[src/rtl/tx_cfg_sequencer.sv]
// TX DSP configuration sequencer: ramps mixer gain to zero around LO/PD retunes
// and ramps to the requested gain afterwards, one request at a time.
module tx_cfg_sequencer #(
  parameter int unsigned GAIN_STEP       = 1,
  parameter int unsigned STEP_INTERVAL   = 4,
  parameter int unsigned SETTLE_CYCLES   = 16,
  parameter logic [15:0] RESET_PHASE_INC = 16'h0000
) (
  input  logic        clock,
  input  logic        reset,
  input  logic        cfg_valid,
  output logic        cfg_ready,
  input  logic [7:0]  cfg_gain,
  input  logic [15:0] cfg_phase_inc,
  input  logic        cfg_pre_distortion,
  output logic [7:0]  mixer_gain,
  output logic [15:0] lo_dds_phase_inc,
  output logic        enable_pre_distortion,
  output logic        busy,
  output logic        update_done
);

  localparam int CW = 16;
  localparam logic [CW-1:0] STEP_LAST   = CW'(STEP_INTERVAL - 1);
  localparam logic [CW-1:0] SETTLE_LAST = CW'(SETTLE_CYCLES - 1);
  localparam logic [7:0]    STEP        = 8'(GAIN_STEP);

  typedef enum logic [2:0] {IDLE, RAMP_DOWN, APPLY, SETTLE, RAMP_UP} state_t;

  state_t        state, state_nxt;
  logic [CW-1:0] cnt, cnt_nxt;
  logic [7:0]    gain_nxt, sh_gain, sh_gain_nxt, goal, stepped;
  logic [15:0]   phase_nxt, sh_phase, sh_phase_nxt;
  logic          pd_nxt, sh_pd, sh_pd_nxt, done_nxt;

  assign cfg_ready = (state == IDLE);
  assign busy      = (state != IDLE);
  assign goal      = (state == RAMP_DOWN) ? 8'd0 : sh_gain;

  // Clamp to goal when within one step, so the ramp never overshoots or wraps.
  always_comb begin
    stepped = mixer_gain;
    if (goal > mixer_gain)
      stepped = ((goal - mixer_gain) <= STEP) ? goal : mixer_gain + STEP;
    else
      stepped = ((mixer_gain - goal) <= STEP) ? goal : mixer_gain - STEP;
  end

  always_comb begin
    state_nxt    = state;
    cnt_nxt      = cnt;
    gain_nxt     = mixer_gain;
    phase_nxt    = lo_dds_phase_inc;
    pd_nxt       = enable_pre_distortion;
    sh_gain_nxt  = sh_gain;
    sh_phase_nxt = sh_phase;
    sh_pd_nxt    = sh_pd;
    done_nxt     = 1'b0;
    case (state)
      IDLE: begin
        if (cfg_valid) begin
          sh_gain_nxt  = cfg_gain;
          sh_phase_nxt = cfg_phase_inc;
          sh_pd_nxt    = cfg_pre_distortion;
          cnt_nxt      = '0;
          if ((cfg_phase_inc != lo_dds_phase_inc) || (cfg_pre_distortion != enable_pre_distortion))
            state_nxt = RAMP_DOWN;
          else
            state_nxt = RAMP_UP;
        end
      end
      RAMP_DOWN, RAMP_UP: begin
        if (mixer_gain == goal) begin
          if (state == RAMP_DOWN) begin
            state_nxt = APPLY;
          end else begin
            state_nxt = IDLE;
            done_nxt  = 1'b1;
          end
        end else if (cnt == STEP_LAST) begin
          gain_nxt = stepped;
          cnt_nxt  = '0;
        end else begin
          cnt_nxt = cnt + CW'(1);
        end
      end
      APPLY: begin
        phase_nxt = sh_phase;
        pd_nxt    = sh_pd;
        cnt_nxt   = '0;
        state_nxt = SETTLE;
      end
      SETTLE: begin
        if (cnt == SETTLE_LAST) begin
          cnt_nxt   = '0;
          state_nxt = RAMP_UP;
        end else begin
          cnt_nxt = cnt + CW'(1);
        end
      end
      default: state_nxt = IDLE;
    endcase
  end

  always_ff @(posedge clock) begin
    if (reset) begin
      state                 <= IDLE;
      cnt                   <= '0;
      mixer_gain            <= '0;
      lo_dds_phase_inc      <= RESET_PHASE_INC;
      enable_pre_distortion <= 1'b0;
      sh_gain               <= '0;
      sh_phase              <= '0;
      sh_pd                 <= 1'b0;
      update_done           <= 1'b0;
    end else begin
      state                 <= state_nxt;
      cnt                   <= cnt_nxt;
      mixer_gain            <= gain_nxt;
      lo_dds_phase_inc      <= phase_nxt;
      enable_pre_distortion <= pd_nxt;
      sh_gain               <= sh_gain_nxt;
      sh_phase              <= sh_phase_nxt;
      sh_pd                 <= sh_pd_nxt;
      update_done           <= done_nxt;
    end
  end

endmodule

[config.mk]
export PLATFORM = sky130hd
export DESIGN_NAME = tx_cfg_sequencer
export DESIGN_NICKNAME = d
export VERILOG_FILES = /design/src/rtl/tx_cfg_sequencer.sv
export SDC_FILE = /design/constraint.sdc
export NUM_CORES = 1
export LEC_CHECK = 0
export CORE_MARGIN = 1
export CORE_UTILIZATION = 57
export CTS_BUF_LIST = sky130_fd_sc_hd__clkbuf_4 sky130_fd_sc_hd__clkbuf_8
export DETAILED_ROUTE_END_ITERATION = 16
export GPL_ROUTABILITY_DRIVEN = 0
export HOLD_SLACK_MARGIN = 0.06
export PLACE_DENSITY = 0.89
export SLEW_MARGIN = 20
export SYNTH_ARGS = -nofsm -noshare
export SYNTH_HDL_FRONTEND = slang
export SYNTH_SLANG_ARGS = --single-unit
[constraint.sdc]
create_clock -name clock -period 3.41 [get_ports clock]
set_input_delay 0.341 -clock clock [delete_from_list [all_inputs] [get_ports clock]]
set_output_delay 0.341 -clock clock [all_outputs]
set_load 0.01 [all_outputs]
==> summary.txt <==
Outcome
  • Status: completed

Pwr
  • Final Power: 3.33 mW
  • Peak VDD IR: 406 uV
  • Sw power: ~1.5 mW
  • Comb pwr share: 0.521
  • Leakage power: 1.94 nW
  • Sw Share: 0.447
  • Flop pwr share: 0.290
  • Design internal power: 1.84 mW
  • Pwr/cell area: between 600 and 700 nW/um2
  • Part of the power in the clock network: 0.189

STA
  • Final min period: 3.18 ns
  • Max Fclk: 0.314 GHz
  • Relative slew slack: 0.397
  • RSZ-0062 raised after global routing: false
  • Slew @ Worst Pin: 0.904 ns
  • Final Skew: 0.0171 ns
  • Period Utilization, post-route: 0.934
  • Fin Setup TNS: 0 ns
  • Setup violations, final: 0
  • Final Max Tran Viols: 0
  • Final Hold Viols: 0
  • Worst setup margin: between 0.2 and 0.25 ns

GRT
  • Initial antenna violation count: 0
  • Vias in the first global route: 3892
  • GRT Residual Overflow: 0
  • Largest net degree at the start of global routing: a little over 50
  • Total global-route track usage: 0.303
  • First-pass GRT wire length: ~18000 um

Clock tree
  • CTS max path bufs: 2
  • Clock tree from TritonCTS: yes
  • Clock sinks: 70
  • Clk_lat worst skew: 0.36 ns
  • Clock-pin transition on the worst setup and hold timing paths: around 0.090 ns
  • H-tree depth: 3
  • Inserted Clock Buffers: 9
  • Root buf cell: clkbuf_8

Floorplan
  • Row count: 30
  • Starting Density: 0.604
  • Die height: 88.0 um
  • Area of the die: approximately 7700 um2
  • Core ar.: 6980 um2
  • IO Pins: 56
  • Chip Width: slightly below 90 um

Synthesis
  • Synth Register Bits: 70
  • Main synth FF type: dfxtp_1
  • Area share of the leading cell type in the synthesized netlist: 0.332
  • Post-synth EDFFs: 0
  • Distinct cell type count of the synthesized netlist: 58
  • Commonest cells in the synthesized netlist: nand2_1 (110), dfxtp_1 (70), a21oi_1 (62)
  • Warnings from Yosys: 0
  • Mapped cell area: roughly 4200 um2
  • Async SR Flop Fraction: 0
  • Syn Area/Cell: 7.78 um2
  • Synth area leaders: dfxtp_1 (33%), nand2_1 (9.8%), a21oi_1 (7.4%)
  • Mapped Nets: about 590
  • Sequential fraction of the synthesis area: 0.332
  • Gate Count Post-Synth: 542
  • Synth area leader: dfxtp_1
  • Count leader, synth: nand2_1

Cells and area
  • Sequential cell area: 1400 um2
  • Layout fillers: 531
  • Post-route cell area: 5060 um2
  • Fraction of layout cells with a size suffix above 1: 0.0832
  • Syn-to-layout area delta: 19.9%
  • Post-Route Utilization: 0.725
  • Nets: about 650
  • Multi-input logic area: 2640 um2
  • Ant diodes: 0

Drt
  • Total number of vias: a little over 4000
  • DRT antenna net count: 0
  • DR DRC count: 0
  • DRT iter0 DRCs: 344
  • DR pass1 iterations: 5
  • Routed vias/inst: between 5 and 6
  • WL/cell: roughly 16 um
  • Post-Route WL: 11200 um

Worst setup path
  • Buf+Inv Stages, Crit Path: 2
  • Worst setup SP type: flop
  • Crit path top cell by count: inv_1
  • Req. time, crit path: 3.69 ns
  • Slowest cell on crit path: xor2_1
  • Critical Path Fanout Max: 9
  • Max stage delay on crit path: 0.41 ns
  • CP arrival: 3.46 ns
  • Cells along the critical path: inv_1 -> nand3_2 -> nand2_1 -> inv_1 -> ha_1 -> nand4_1 -> a21oi_1 -> a211oi_2 -> xor2_1 -> a21oi_2 -> a211o_1 -> a311oi_1
  • CP delay by family, top: compound AO/OA/AOI/OAI gates
  • Worst Setup Path Type: flop to flop
  • Element type at the critical path end: flop

Placed design
  • Post-place setup slack: 0.0911 ns
  • DPL Wire Length: 8000 um
  • Area after DPL: just under 5000 um2
  • Port Buffer Count: between 50 and 60

Hold path
  • Worst min path class: primary input to flop

Job
  • Max cap viols: 0
kinds of logic (layout without fill, tap and decap cells):
group | Yosys count | after routing | share of synthesized area
adders and majority gates | 22 | 22 | 0.0688
buffers and inverters | 46 | 105 | 0.0451
DFF | 70 | 70 | 0.332
xor gates and xnor gates | 49 | 49 | 0.102
muxes | 4 | 4 | 0.00979
AOI/OAI and AO/OA | 121 | 121 | 0.189
and+or+nand+nor | 230 | 230 | 0.254
per-layer routing:
layer  part of all wire  global-route usage
met5                  0                   0
met1               0.42               0.375
met3              0.068              0.0707
met4              0.035               0.142
met2               0.47               0.502
placed cells by master (no fill, tap or decap), types with 7 or more instances in the layout:
cell type        netlist  final
o21ai_0               19     18
a21o_1                 7      7
ha_1                  20     18
nand4_1               13     13
clkdlybuf4s50_1        0     54
inv_1                 20     20
nand3_1               22     21
nor2_1                36     36
nor4_1                10     10
buf_4                  2     12
dfxtp_1               70     70
xor2_1                28     28
xnor2_1               21     21
a21oi_1               62     62
nand2_1              110    110
clkbuf_8               0     10
final cells by class:
class	count	area share
sequential	70	0.277
timing repair buffer	67	0.126
clock inverter	6	0.00890
multi-input combinational	426	0.521
tap	96	0.0237
clock buffer	10	0.0272
inverter	22	0.0163
stage by stage:
stage	hold WS, ns	std cells
after floorplan	0.432	542
after global placement	0.435	680
after detailed placement	0.446	680
after CTS	0.237	696
after global routing	0.257	697
final	0.250	697
worst paths after layout:
| path | startpoint | to | slack (ns) | depth (start not counted) |
|---|---|---|---|---|
| min | reset | mixer_gain[1] | 0.25 | 2 |
| max | state[2] | mixer_gain[1] | 0.23 | 12 |
| min reg2reg | sh_gain[7] | sh_gain[7] | 0.46 | 2 |
| max reg2reg | state[2] | mixer_gain[1] | 0.23 | 12 |
registers in the layout (all words and copies together) (netlist names):
signal and cells:
cnt 16, enable_pre_distortion 1, lo_dds_phase_inc 16, mixer_gain 8, sh_gain 8, sh_pd 1
sh_phase 16, state 3, update_done 1
power by group through the flow:
stage | sequential, mW | combinational [mW] | clock [mW]
2_1_floorplan | 0.982 | 1.23 | 0
3_3_place_gp | 0.980 | 1.61 | 0
3_5_place_dp | 0.982 | 1.65 | 0
4_1_cts | 0.965 | 1.66 | 0.636
5_1_grt | 0.977 | 1.88 | 0.668
6_report | 0.968 | 1.74 | 0.629
worst register-to-register path, cell delays in order, from the launching register on:
cell	delay, ns
dfxtp_1	0.31
inv_1	0.16
nand3_2	0.20
nand2_1	0.23
inv_1	0.08
ha_1	0.40
nand4_1	0.21
a21oi_1	0.08
a211oi_2	0.33
xor2_1	0.41
a21oi_2	0.16
a211o_1	0.29
a311oi_1	0.24
repair_timing:
| action | in CTS | in global routing |
|---|---|---|
| setup endpoints to repair | 0 | 18 |
| setup buffers | 0 | 1 |
| resized for setup | 0 | 4 |
| hold buffers | 0 | 0 |
No activity file was read; power rests on OpenSTA's default activity.
